==> src/rtl/serial_subtractor_if.sv <==
// Request/result bundle for the bit-serial subtractor: operands and start in,
// busy/done status and the registered result out.
interface serial_subtractor_if #(
    parameter int WIDTH = 8
) ();
    logic             start;
    logic [WIDTH-1:0] a;
    logic [WIDTH-1:0] b;
    logic             bin;
    logic             busy;
    logic             done;
    logic [WIDTH-1:0] diff;
    logic             bout;
    logic             ovf;

    modport master (
        output start, a, b, bin,
        input  busy, done, diff, bout, ovf
    );

    modport slave (
        input  start, a, b, bin,
        output busy, done, diff, bout, ovf
    );
endinterface

==> src/rtl/serial_subtractor.sv <==
// Bit-serial a - b - bin, LSB first, one full-subtractor cell and a borrow flop.
// Result, borrow-out and signed overflow update only on the completion edge.
module serial_subtractor #(
    parameter int WIDTH = 8
) (
    input  logic               clk,
    input  logic               rst,
    serial_subtractor_if.slave bus
);
    localparam int CW = $clog2(WIDTH);
    localparam logic [CW-1:0] LAST = CW'(WIDTH - 1);

    typedef enum logic [1:0] {IDLE, RUN, DONE} state_t;

    state_t           r_state;
    state_t           w_state_next;
    logic             w_load;
    logic             w_shift;
    logic             w_last;

    logic [WIDTH-1:0] r_a_sh;
    logic [WIDTH-1:0] r_b_sh;
    logic [WIDTH-1:0] r_res;
    logic             r_brw;
    logic [CW-1:0]    r_cnt;
    logic             r_sa;
    logic             r_sb;
    logic [WIDTH-1:0] r_diff;
    logic             r_bout;
    logic             r_ovf;

    logic             w_d;
    logic             w_brw_next;
    logic [WIDTH-1:0] w_res_next;

    // Full-subtractor cell on the current LSBs
    assign w_d        = r_a_sh[0] ^ r_b_sh[0] ^ r_brw;
    assign w_brw_next = (~r_a_sh[0] & r_b_sh[0]) | (~(r_a_sh[0] ^ r_b_sh[0]) & r_brw);
    assign w_res_next = {w_d, r_res[WIDTH-1:1]};

    always_ff @(posedge clk or posedge rst) begin
        if (rst) begin
            r_state <= IDLE;
        end else begin
            r_state <= w_state_next;
        end
    end

    always_comb begin
        w_state_next = r_state;
        w_load       = 1'b0;
        w_shift      = 1'b0;
        w_last       = 1'b0;
        case (r_state)
            IDLE: begin
                if (bus.start) begin
                    w_load       = 1'b1;
                    w_state_next = RUN;
                end
            end
            RUN: begin
                w_shift = 1'b1;
                if (r_cnt == LAST) begin
                    w_last       = 1'b1;
                    w_state_next = DONE;
                end
            end
            DONE:    w_state_next = IDLE;
            default: w_state_next = IDLE;
        endcase
    end

    always_ff @(posedge clk or posedge rst) begin
        if (rst) begin
            r_a_sh <= '0;
            r_b_sh <= '0;
            r_res  <= '0;
            r_brw  <= 1'b0;
            r_cnt  <= '0;
            r_sa   <= 1'b0;
            r_sb   <= 1'b0;
            r_diff <= '0;
            r_bout <= 1'b0;
            r_ovf  <= 1'b0;
        end else if (w_load) begin
            r_a_sh <= bus.a;
            r_b_sh <= bus.b;
            r_brw  <= bus.bin;
            r_cnt  <= '0;
            r_sa   <= bus.a[WIDTH-1];
            r_sb   <= bus.b[WIDTH-1];
        end else if (w_shift) begin
            r_a_sh <= {1'b0, r_a_sh[WIDTH-1:1]};
            r_b_sh <= {1'b0, r_b_sh[WIDTH-1:1]};
            r_res  <= w_res_next;
            r_brw  <= w_brw_next;
            r_cnt  <= r_cnt + CW'(1);
            // Publish only once the last bit has been formed
            if (w_last) begin
                r_diff <= w_res_next;
                r_bout <= w_brw_next;
                r_ovf  <= (r_sa != r_sb) && (w_res_next[WIDTH-1] != r_sa);
            end
        end
    end

    assign bus.busy = (r_state != IDLE);
    assign bus.done = (r_state == DONE);
    assign bus.diff = r_diff;
    assign bus.bout = r_bout;
    assign bus.ovf  = r_ovf;
endmodule

==> src/flat_wrapper.sv <==
// flat-port wrapper written by rule: the top's interface ports become plain ports
module serial_subtractor_flat 
#(
    parameter int WIDTH = 8
)
  (clk, rst, bus_start, bus_a, bus_b, bus_bin, bus_busy, bus_done, bus_diff, bus_bout, bus_ovf);
  serial_subtractor_if #(.WIDTH(WIDTH)) bus_i ();
  input  logic clk;
  input  logic rst;
  input wire logic [$bits(bus_i.start)-1:0] bus_start;
  input wire logic [$bits(bus_i.a)-1:0] bus_a;
  input wire logic [$bits(bus_i.b)-1:0] bus_b;
  input wire logic [$bits(bus_i.bin)-1:0] bus_bin;
  output wire logic [$bits(bus_i.busy)-1:0] bus_busy;
  output wire logic [$bits(bus_i.done)-1:0] bus_done;
  output wire logic [$bits(bus_i.diff)-1:0] bus_diff;
  output wire logic [$bits(bus_i.bout)-1:0] bus_bout;
  output wire logic [$bits(bus_i.ovf)-1:0] bus_ovf;
  assign bus_i.start = bus_start;
  assign bus_i.a = bus_a;
  assign bus_i.b = bus_b;
  assign bus_i.bin = bus_bin;
  assign bus_busy = bus_i.busy;
  assign bus_done = bus_i.done;
  assign bus_diff = bus_i.diff;
  assign bus_bout = bus_i.bout;
  assign bus_ovf = bus_i.ovf;
  serial_subtractor #(.WIDTH(WIDTH)) u_core (.clk(clk), .rst(rst), .bus(bus_i));
endmodule
==> config.mk <==
export PLATFORM = sky130hd
export DESIGN_NAME = serial_subtractor_flat
export DESIGN_NICKNAME = d
export VERILOG_FILES = /design/src/rtl/serial_subtractor_if.sv /design/src/rtl/serial_subtractor.sv /design/src/flat_wrapper.sv
export SDC_FILE = /design/constraint.sdc
export NUM_CORES = 1
export LEC_CHECK = 0
export ABC_AREA = 1
export CELL_PAD_IN_SITES_DETAIL_PLACEMENT = 1
export CELL_PAD_IN_SITES_GLOBAL_PLACEMENT = 2
export CORE_ASPECT_RATIO = 0.8
export CORE_UTILIZATION = 33
export CTS_CLUSTER_DIAMETER = 120
export DETAILED_ROUTE_END_ITERATION = 8
export DONT_BUFFER_PORTS = 1
export GPL_TIMING_DRIVEN = 0
export PLACE_DENSITY_LB_ADDON = 0.25
export SLEW_MARGIN = 20
export SYNTH_ARGS = -nofsm -noshare
export SYNTH_HDL_FRONTEND = slang
export SYNTH_SLANG_ARGS = --single-unit
==> constraint.sdc <==
create_clock -name clk -period 1.4 [get_ports clk]
set_clock_uncertainty 0.2 [all_clocks]
set_input_delay 0.28 -clock clk [delete_from_list [all_inputs] [get_ports clk]]
set_output_delay 0.28 -clock clk [all_outputs]
set_load 0.1 [all_outputs]
# Word-level counts from Yosys, hierarchy flattened
# Cells that the tools add are included.
op_classes:
  n_bitwise: 8
  addsub: 1
  n_reduce_logical: 7
  eq_ne: 7
  muxes: 16
op_table:
  columns: ["operator", "count"]
  rows:
  - ["8-bit two-way mux", 4]
  - ["1-bit two-way mux", 7]
  - ["3-bit two-way mux", 2]
  - ["2-bit two-way mux", 2]
  - ["2-bit one-hot mux with 2 select lines", 1]
  - ["2-bit AND reduction", 2]
  - ["2-bit nonzero test", 2]
  - ["3-bit by 1-bit adder with 3-bit output (second input constant)", 1]
  - ["3-bit equality test (second input constant)", 1]
  - ["1-bit inverter", 3]
  - ["3-bit AND reduction", 1]
  - ["1-bit bitwise AND", 2]
  - ["2-bit by 1-bit equality test with 1-bit output (second input constant)", 1]
  - ["2-bit equality test (second input constant)", 1]
  - ["2-bit logical NOT", 1]
  - ["1-bit inequality test", 2]
  - ["2-bit by 1-bit inequality test with 1-bit output (second input constant)", 1]
  - ["2-bit inequality test (second input constant)", 1]
  - ["1-bit bitwise XOR", 2]
  - ["1-bit logical AND", 1]
  - ["1-bit OR", 1]
word_totals:
  reg_bits: 42
  output_inout_bits: 12
  inputBits: 20
  word_cells: 50

# Logic depth before layout (Yosys ltp)
# Gate-level depths: netlist of run 1.
depth:
  ltp_word: 6
  ltp_mapped: 7
  depth_no_buf: 7

# Worst setup path before layout of run 1
# Ideal clock, no wire load.
synth_timing:
  path_type: "register -> output"
  start: "register u_core.r_state[1]"
  end: "output bus_done"
  required_ns: 0.920
  arrival_time_ns: 1.742
  path_buffers: 0
  path_stages_with_launch: 3
  slack_ns: -0.822
  cell_sequence: "dfrtp_1 > inv_1 > nor2_1"
synth_via:
  elab_chain_cells: 1
synth_rtl:
  columns: ["item", "line_no", "text"]
  rows:
  - ["from (decl)", "serial_subtractor.sv:15", "state_t r_state;"]
  - ["from (signal assigned)", "serial_subtractor.sv:45", "r_state <= w_state_next;"]
  - ["2-bit equality test", "serial_subtractor.sv:108", "assign bus.done = (r_state == DONE);"]
  - ["to (decl)", "flat_wrapper.sv:15", "output wire logic [$bits(bus_i.done)-1:0] bus_done;"]
# No other way between the ends.

# Worst setup path after layout of run 1
layout_timing:
  start: "register u_core.r_state[1]"
  end: "output bus_busy"
layout_via:
  elab_chain_cells: 1
layout_rtl:
  columns: ["item", "line_no", "text"]
  rows:
  - ["2-bit nonzero test", "serial_subtractor.sv:107", "assign bus.busy = (r_state != IDLE);"]
  - ["to (decl)", "flat_wrapper.sv:14", "output wire logic [$bits(bus_i.busy)-1:0] bus_busy;"]
# No other way between the ends.

==> flow_metrics.tcl, run 1 <==
set metrics [dict create \
    status "complete, but fails checks" \
    violations "design-rule violations, negative hold slack, negative setup slack" \
    cts_made_buffers 5 \
    drtAntennaViolNets 0 \
    via_per_inst 4.95 \
    worst_ep_arrival_time_ns 1.44 \
    slowest_delay_ns 0.45 \
    vias 1505 \
    clockRootBuffer "clkbuf_8" \
    synth_seq_cells 41 \
    clock_path_buffers 2 \
    crit_required_ns 0.92 \
    setup_tns_ns -4.87 \
    dieArea_um2 5690 \
    power_density_nw_per_um2 2670 \
    grt_util_all_layers_pct 17.8 \
    synth_xor_area_share_pct 0 \
    clk_pin_slew_ns 0.09 \
    wl_per_cell_um 16.9 \
    totalWireLength_um 5120 \
    slew_viol_final 0 \
    syn-cell-area_um2 1780 \
    antenna_cells 0 \
    synth_compound_area_share_pct 7.87 \
    fin_crit_sh_pct 137 \
    tritoncts "yes" \
    synth_top_family_by_area "simple AND/OR/NAND/NOR gates" \
    cap_violations 0 \
    min_period_ns 1.92 \
    slowest_stage "dfrtp_2" \
    layout_setup_ws_ns -0.519 \
    worst_pin_slew_ns 0.907 \
    clock_sinks 41 \
    rows 23 \
    grt_pass1_wl_um 7470 \
    cp.depth 3 \
    rsz0062_at_grt "yes" \
    placedInstanceArea_um2 1900 \
    endpoint_kind "output port" \
    clk_latency_ns 0.30 \
    synth-simple-area-share_pct 25.3 \
    hold_viol_final 41 \
    syn-num-nets 220 \
    power.total_uw 7410 \
    seq_area_frac_synth_pct 57.6 \
    p_leak_uw 0.00133 \
    die_height_um 67.7 \
    path_cells "nor2_4 > buf_6 > clkinvlp_4" \
    port_buffers 0 \
    critPathMaxFanout 3 \
    setup_violations 50 \
    ys_types 19 \
    max_freq_mhz 521 \
    syn_inst 197 \
    ios 32 \
    synthMuxAreaShare_pct 0 \
    avgSynthCellArea_um2 9.04 \
    critPathBufInv 2 \
    dr.pass1.iters 6 \
    ys_warn_count 0 \
    grt_overflow 0 \
    grt_antenna_before_repair 0 \
    drt_iter0_drc 89 \
    hpwl_um 2840 \
    fin_nets 264 \
    r2r_cells 7 \
    place_congestion 0.700 \
    die_w_um 84.1 \
    start_util_pct 35.0 \
    stdcell_area_um2 2770 \
    worstHoldPathType "input port to asynchronous set/reset pin" \
    ir_drop_v 0.000998 \
    synth_fa_ha_area_share_pct 2.53 \
    grt_max_degree 42 \
    core_um2 5090 \
    crit_family "buffers and inverters" \
    grt_pass1_vias 1521 \
    ctsHoldBuffers 17 \
    syn2layout_area_growth_pct 55.8 \
    fillers 552 \
    drc_errors 4 \
    start_kind "register" \
    holdWs_ns -0.179 \
    htreeDepth 2 \
    drive_gt1_share_pct 48.8 \
    max-slew-margin-rel_pct 39.4 \
    worstSetupPathType "register to output port" \
]
-- routing by layer --
layer | up-vias | track usage (%) | share of wire (%)
met5 | - | 0 | 0
met4 | 0 | 8.41 | 1.9
met3 | 9 | 4.16 | 3.7
met2 | 31 | 29.2 | 47
met1 | 750 | 22.7 | 48
li1 | 715 | - | -
-- cells in the mapped netlist (all sizes together) --
cell	n	area [um2]
fa	1	20.0
nand2	68	263
ha	2	25.0
buf	6	38.8
nor2	4	25.0
inv	19	71.3
clkbuf	2	8.75
dfrtp	41	1030
nand3	31	155
o21ai	22	140
nand3b	1	7.51
-- registers in the layout, summed over array words and instances, names as in the netlist --
signal / cells
u_core.bus.diff: 8
u_core.r_a_sh: 8
u_core.r_b_sh: 8
u_core.r_res: 7
u_core.r_cnt: 3
u_core.r_state: 2
u_core.bus.bout: 1
u_core.bus.ovf: 1
u_core.r_brw: 1
u_core.r_sa: 1
u_core.r_sb: 1
-- metrics by stage --
stage | util [%] | cells | hold slack (ns) | worst slack, ns
final | 54.5 | 304 | -0.179 | -0.519
after detailed placement | 37.2 | 259 | 0.178 | -0.386
after CTS | 46.8 | 296 | -0.154 | -0.512
after floorplan | - | 197 | 0.0651 | -0.264
after global placement | 37.2 | 259 | 0.169 | -0.369
after global routing | 54.5 | 304 | -0.127 | -0.553
-- worst paths after layout --
kind,from,to,slack (ns)
setup / recovery,u_core.r_state[1],bus_busy,-0.52
max in group asynchronous,rst,u_core.bus.diff[1],0.60
setup reg to reg,u_core.r_b_sh[0],u_core.bus.ovf,-0.23
hold reg to reg,u_core.r_res[6],u_core.r_res[6],0.29
min in group clk,u_core.r_res[6],u_core.r_res[6],0.29
hold / removal,rst,u_core.r_res[1],-0.18
-- placed cells by master, fill, tap and decap left out, types with 5 or more instances in the layout --
cell type and count:
o21ai_1 5, nand3_1 16, nand2_2 16, clkbuf_8 5, nand2_4 17, nand3_2 15, dlygate4sd3_1 17, nand2_1 35
o21ai_2 10, buf_6 15, dfrtp_1 29, dfrtp_4 10, buf_4 6, o21ai_0 6, inv_1 13
-- area by class of cell --
cell class | instances | area [um2] | share of cell area (%)
Buffer | 8 | 88.8 | 3.20
Multi-Input combinational cell | 129 | 920 | 33.2
Timing Repair Buffer | 37 | 407 | 14.7
Clock inverter | 3 | 65.1 | 2.35
Sequential cell | 41 | 1070 | 38.4
Clock buffer | 5 | 68.8 | 2.48
Tap cell | 62 | 77.6 | 2.80
Inverter | 19 | 81.3 | 2.93
-- cell families (layout without fill, tap and decap cells) --
group           Yosys count  after routing
compound gates           22             22
buf+inv                  27             72
flops                    41             41
fa+ha+maj                 3              3
simple gates            104            104
-- repair_timing --
action,4_1_cts,5_1_grt
endpoints found under the hold margin,60,41
pin swaps,6,23
gates resized for setup,38,91
setup buffers,10,5
cloned,2,3
setup endpoints to repair,48,52
-- power breakdown --
| group | total, uW | internal (uW) | leakage [uW] | switching [uW] |
|---|---|---|---|---|
| combinational | 3070 | 1450 | 0.000759 | 1620 |
| clock | 1170 | 709 | 0.0000681 | 456 |
| sequential | 3170 | 1780 | 0.000507 | 1400 |
| total | 7410 | 3940 | 0.00133 | 3470 |
Note: power is estimated with default switching activity, not from simulation.
==> inputs of run 2 (changes only) <==
--- a/config.mk
+++ b/config.mk
@@ -8,7 +8,6 @@
 export ABC_AREA = 1
 export CELL_PAD_IN_SITES_DETAIL_PLACEMENT = 1
 export CELL_PAD_IN_SITES_GLOBAL_PLACEMENT = 2
-export CORE_ASPECT_RATIO = 0.8
 export CORE_UTILIZATION = 33
 export CTS_CLUSTER_DIAMETER = 120
 export DETAILED_ROUTE_END_ITERATION = 8
==> run 2 against run 1 <==
The flow finishes with violations (negative hold slack, negative setup slack). Critical path depth did not move. Via count decreased by 4.5%. Setup slack gained 0.035 ns. Global-route usage up 0.65 points. Utilization is 6.8 points lower. Flip-flop and latch count stayed put. Hold slack got worse by 0.010 ns. Sequential power shrank 3%. Register-to-register slack improved by 0.04 ns. Critical endpoint unchanged. Largest power group unchanged.
==> flow_metrics.tcl, run 2 (same netlist as run 1, synthesis figures left out) <==
set metrics [dict create \
    holdWs_ns -0.190 \
    drtAntennaViolNets 0 \
    fin_crit_sh_pct 135 \
    p_leak_uw 0.00114 \
    violations "negative hold slack, negative setup slack" \
    hpwl_um 2880 \
    slew_viol_final 0 \
    cts_made_buffers 5 \
    register_area_um2 1070 \
    dieArea_um2 5690 \
    clock_path_buffers 2 \
    totalWireLength_um 4570 \
    worstSetupPathType "register to output port" \
    ctsHoldBuffers 16 \
    worst_ep_arrival_time_ns 1.40 \
    min_period_ns 1.88 \
    max-slew-margin-rel_pct 40.9 \
    utilization_pct 47.6 \
    start_kind "register" \
    worstHoldPathType "input port to asynchronous set/reset pin" \
    clk_pin_slew_ns 0.09 \
    final_common_cell "nand2_1" \
    status "complete, but fails checks" \
    clk_latency_ns 0.30 \
    place_congestion 0.795 \
    crit_required_ns 0.92 \
    ios 32 \
    final_cell_mix "64 x nand2_1, 30 x nand3_1, 29 x dfrtp_1" \
    multi_input_area_um2 689 \
    ir_drop_v 0.000809 \
    via_per_inst 4.68 \
    syn2layout_area_growth_pct 37.5 \
    worst_pin_slew_ns 0.885 \
    start_util_pct 34.6 \
    cap_violations 0 \
    grt_overflow 0 \
    setup_tns_ns -4.95 \
    rows 26 \
    fillers 619 \
    wl_per_cell_um 14.9 \
    power.total_uw 6430 \
    max_freq_mhz 531 \
    port_buffers 0 \
    grt_pass1_wl_um 7510 \
    power_density_nw_per_um2 2620 \
    stdcell_area_um2 2450 \
    rsz0062_at_grt "yes" \
    die_height_um 75.5 \
    htreeDepth 2 \
    critPathMaxFanout 2 \
    grt_antenna_before_repair 0 \
    grt_max_degree 42 \
    vias 1438 \
    placedInstanceArea_um2 1910 \
    antenna_cells 0 \
    grt_util_all_layers_pct 18.4 \
    endpoint_kind "output port" \
    hold_viol_final 41 \
    dr.pass1.iters 4 \
    grt_pass1_vias 1554 \
    drive_gt1_share_pct 28.3 \
    tritoncts "yes" \
    drc_errors 0 \
    clockRootBuffer "clkbuf_8" \
    setup_violations 38 \
    clock_sinks 41 \
    die_w_um 75.5 \
    layout_setup_ws_ns -0.484 \
    fin_nets 259 \
    core_um2 5140 \
    r2r_cells 8 \
    drt_iter0_drc 67 \
]
-- run 2: cell types whose count changed in the layout (fill, tap and decap cells not counted), sizes merged --
cell | previous run | this run
buf | 26 | 21
dlygate4sd3 | 17 | 16
clkbuf | 7 | 8
-- run 2: per-layer routing --
layer  up-vias  GRT usage [%]  part of all wire [%]
li1        702              -                     -
met1       698           21.7                    42
met2        31           33.0                    52
met3         7           3.97                   4.0
met4         0           6.79                   1.3
met5         -              0                     0
-- run 2: cell type report --
cell class	instances	area share (%)
Multi-Input combinational cell	129	28.2
Clock inverter	3	2.66
Tap cell	70	3.58
Buffer	8	3.37
Sequential cell	41	43.5
Clock buffer	5	2.81
Inverter	19	3.22
Timing Repair Buffer	32	12.7
-- run 2: repair_timing --
action / 4_1_cts / 5_1_grt
resized for setup: 37 / 10
setup buffers: 13 / 1
endpoints found under the hold margin: 58 / 41
pin swaps: 6 / 2
setup endpoints to repair: 53 / 53
gates cloned: 2 / 0
-- run 2: final timing paths --
check                                   from  slack, ns                 end
setup / recovery           u_core.r_state[0]      -0.48            bus_busy
hold / removal                           rst      -0.19     u_core.r_res[1]
setup reg to reg           u_core.r_state[0]      -0.19    u_core.r_b_sh[6]
hold reg to reg             u_core.r_b_sh[1]       0.29    u_core.r_b_sh[1]
max in group asynchronous                rst       0.62  u_core.bus.diff[2]
min in group clk                    bus_a[1]       0.04    u_core.r_a_sh[1]
-- run 2: critical path, stage by stage, from the launching register on --
cell,delay (ns)
dfrtp_2,0.44
nor2_4,0.14
buf_6,0.12
clkinvlp_4,0.40
-- run 2: power by group --
| part | leakage, uW | switching [uW] | internal, uW |
|---|---|---|---|
| sequential | 0.000507 | 1290 | 1780 |
| combinational | 0.000563 | 1260 | 962 |
| clock | 0.0000681 | 430 | 709 |
-- run 2: stage by stage --
stage / std cells / worst slack (ns)
finish: 307 / -0.484
global route: 307 / -0.525
CTS: 306 / -0.484
detailed placement: 267 / -0.387
global placement: 267 / -0.372
floorplan: 197 / -0.264
==> RTL edit, RTL diff (settings of run 2) <==
Encoding of `state_t`: now one-hot (3 bits for 3 states).
--- a/src/rtl/serial_subtractor.sv
+++ b/src/rtl/serial_subtractor.sv
@@ -11,5 +11,5 @@
     localparam logic [CW-1:0] LAST = CW'(WIDTH - 1);
 
-    typedef enum logic [1:0] {IDLE, RUN, DONE} state_t;
+    typedef enum logic [2:0] {IDLE = 3'b001, RUN = 3'b010, DONE = 3'b100} state_t;
 
     state_t           r_state;
Formal check against the unedited RTL: no difference found for any inputs over 10 cycles, from zero or initial values and one cycle with rst high; not proved beyond that.
==> RTL edit against run 2 <==
  * The flow still finishes with violations (hold timing, setup timing)
  * Area after synthesis up 5.5%
  * Clock power shrank 12%
  * Design area grew 33%
  * Sequential cell count is 1 higher
  * Sequential power down 32%
  * Wire length increased by 48%
  * Worst setup slack worse by 0.18 ns
  * Total power rose by 2.5%
  * Critical path type unchanged
==> RTL edit: results (changes against run 2) <==
- Status: finished with violations (unchanged)
- Violations in the final reports: hold timing, setup timing (unchanged)
- Setup violations, final: 54 (was 38)
- Post-synthesis area per instance: 9.16 um^2 (was 9.04 um^2)
- Top cells by instance count after synthesis: sky130_fd_sc_hd__nand2_1 (50), sky130_fd_sc_hd__nand3_1 (46), sky130_fd_sc_hd__dfrtp_1 (41) (was sky130_fd_sc_hd__nand2_1 (67), sky130_fd_sc_hd__dfrtp_1 (41), sky130_fd_sc_hd__nand3_1 (31))
- Via count of the first global-routing pass: 1835 (was 1554)
- Register area share after synthesis: 0.560 (was 0.576)
- CTS Hold Bufs: 15 (was 16)
- Worst supply voltage drop on vdd: 0.972 mV (was 0.809 mV)
- First-pass GRT wire length: 9160 um (was 7510 um)
- Adder-cell share of the synthesized area: 0.0240 (was 0.0253)
- Fill cell instance count of the final layout: 557 (was 619)
- Pin count of the biggest net entering global routing: 43 (was 42)
- Least setup slack across all paths after layout: -0.661 ns (was -0.484 ns)
- Number of cells in the finished layout apart from fillers: 329 (was 307)
- Final RePlAce weighted congestion: 0.690 (was 0.795)
- Total track usage: 0.202 (was 0.184)
- Setup slack on the worst flop-to-flop path: -0.41 ns (was -0.19 ns)
- Number of failing hold endpoints at the final stage: 41 (unchanged)
- Area post-placement: 2000 um^2 (was 1910 um^2)
- Number of nets in the synthesized netlist: 228 (was 220)
- Worst setup slack after placement: -0.417 ns (was -0.387 ns)
- Worst reg2reg endpoint: u_core.r_cnt[0]$_DFFE_PP0P_ (was u_core.r_b_sh[6]$_DFFE_PP0P_)
- Data arrival time at the worst-slack endpoint: 1.58 ns (was 1.40 ns)
- Area share of xor/xnor cells in the synthesized design: 0.00466 (was 0)
- Initial DRC Count: 59 (was 67)
- Cell with the largest stage delay on the worst path: sky130_fd_sc_hd__nor3_4 (was sky130_fd_sc_hd__dfrtp_2)
- Per-cell routed wire length: 20.6 um (was 14.9 um)
- Final nets: 280 (was 259)
- Top cell family by delay on the critical path: simple AND/OR/NAND/NOR gates (was buffers and inverters)
- Synth Area in Compound Gates: 0.0693 (was 0.0787)
- Total Neg Setup Slack: -14.45 ns (was -4.95 ns)
- Number of library cell types mapped by synthesis: 23 (was 19)
- Switching power: 2.75 mW (was 2.98 mW)
- Reg-to-reg critical path startpoint: u_core.r_state[0]$_DFFE_PP1P_ (was u_core.r_state[0]$_DFFE_PP0P_)
- Average vias per placed instance: 5.24 (was 4.68)
- Remaining max-slew budget at the tightest pin: 0.329 (was 0.409)
- Maximum cell stage delay along the critical path: 0.84 ns (was 0.44 ns)
- Hold slack: -0.180 ns (was -0.190 ns)
- Number of port buffers: 0 (unchanged)
[RTL edit: worst max-delay path by stage]
| stage | from | endpoint | slack, ns | cells after the start |
|---|---|---|---|---|
| finish | u_core.r_state[1]$_DFFE_PP0P_ | bus_done | -0.66 | 1 |
| global route | u_core.r_state[1]$_DFFE_PP0P_ | bus_done | -0.68 | 1 |
| CTS | u_core.r_state[1]$_DFFE_PP0P_ | bus_done | -0.65 | 2 |
| detailed placement | u_core.r_state[2]$_DFFE_PP0P_ | bus_done | -0.42 | 2 |
| global placement | u_core.r_state[2]$_DFFE_PP0P_ | bus_done | -0.40 | 2 |
| floorplan | u_core.r_state[1]$_DFFE_PP0P_ | bus_done | -0.37 | 2 |
[RTL edit: routing by layer]
| layer | track usage | vias to the layer above | wire, um |
|---|---|---|---|
| li1 | - | 773 | - |
| met1 | 0.249 | 889 | 2810 |
| met2 | 0.358 | 50 | 3620 |
| met3 | 0.0412 | 13 | 202 |
| met4 | 0.0547 | 0 | 141 |
| met5 | 0 | - | 0 |
[RTL edit: timing repair]
item	in CTS	in global routing
setup endpoints to repair	54	54
pin swaps	15	25
cloned	5	1
endpoints found under the hold margin	58	41
buffers inserted	22	4
gates resized for setup	118	80
[RTL edit: layout make-up]
| class | count | area (um^2) | area share |
|---|---|---|---|
| Buffer | 10 | 140 | 0.0430 |
| Clock buffer | 6 | 82.6 | 0.0253 |
| Clock inverter | 1 | 30.0 | 0.00922 |
| Inverter | 20 | 104 | 0.0319 |
| Multi-Input combinational cell | 132 | 1140 | 0.349 |
| Sequential cell | 42 | 1090 | 0.335 |
| Tap cell | 72 | 90.1 | 0.0276 |
| Timing Repair Buffer | 46 | 582 | 0.179 |
[RTL edit: kinds of logic after synthesis]
| kind of cell | count (synthesis) |
|---|---|
| flip-flops | 42 |
| AO/OA/AOI/OAI | 20 |
| AND/OR/NAND/NOR | 108 |
| buffers and inverters | 31 |
| adder cells (fa/ha/maj) | 3 |
| XOR/XNOR | 1 |
[RTL edit: power groups by stage]
stage | logic, mW | registers (mW) | clock network [mW]
after floorplan | 1.25 | 1.84 | 0
after global placement | 1.54 | 1.89 | 0
after detailed placement | 1.61 | 1.91 | 0
after CTS | 2.85 | 1.91 | 1.02
after global routing | 3.73 | 2.11 | 1.06
final | 3.50 | 2.08 | 1.00
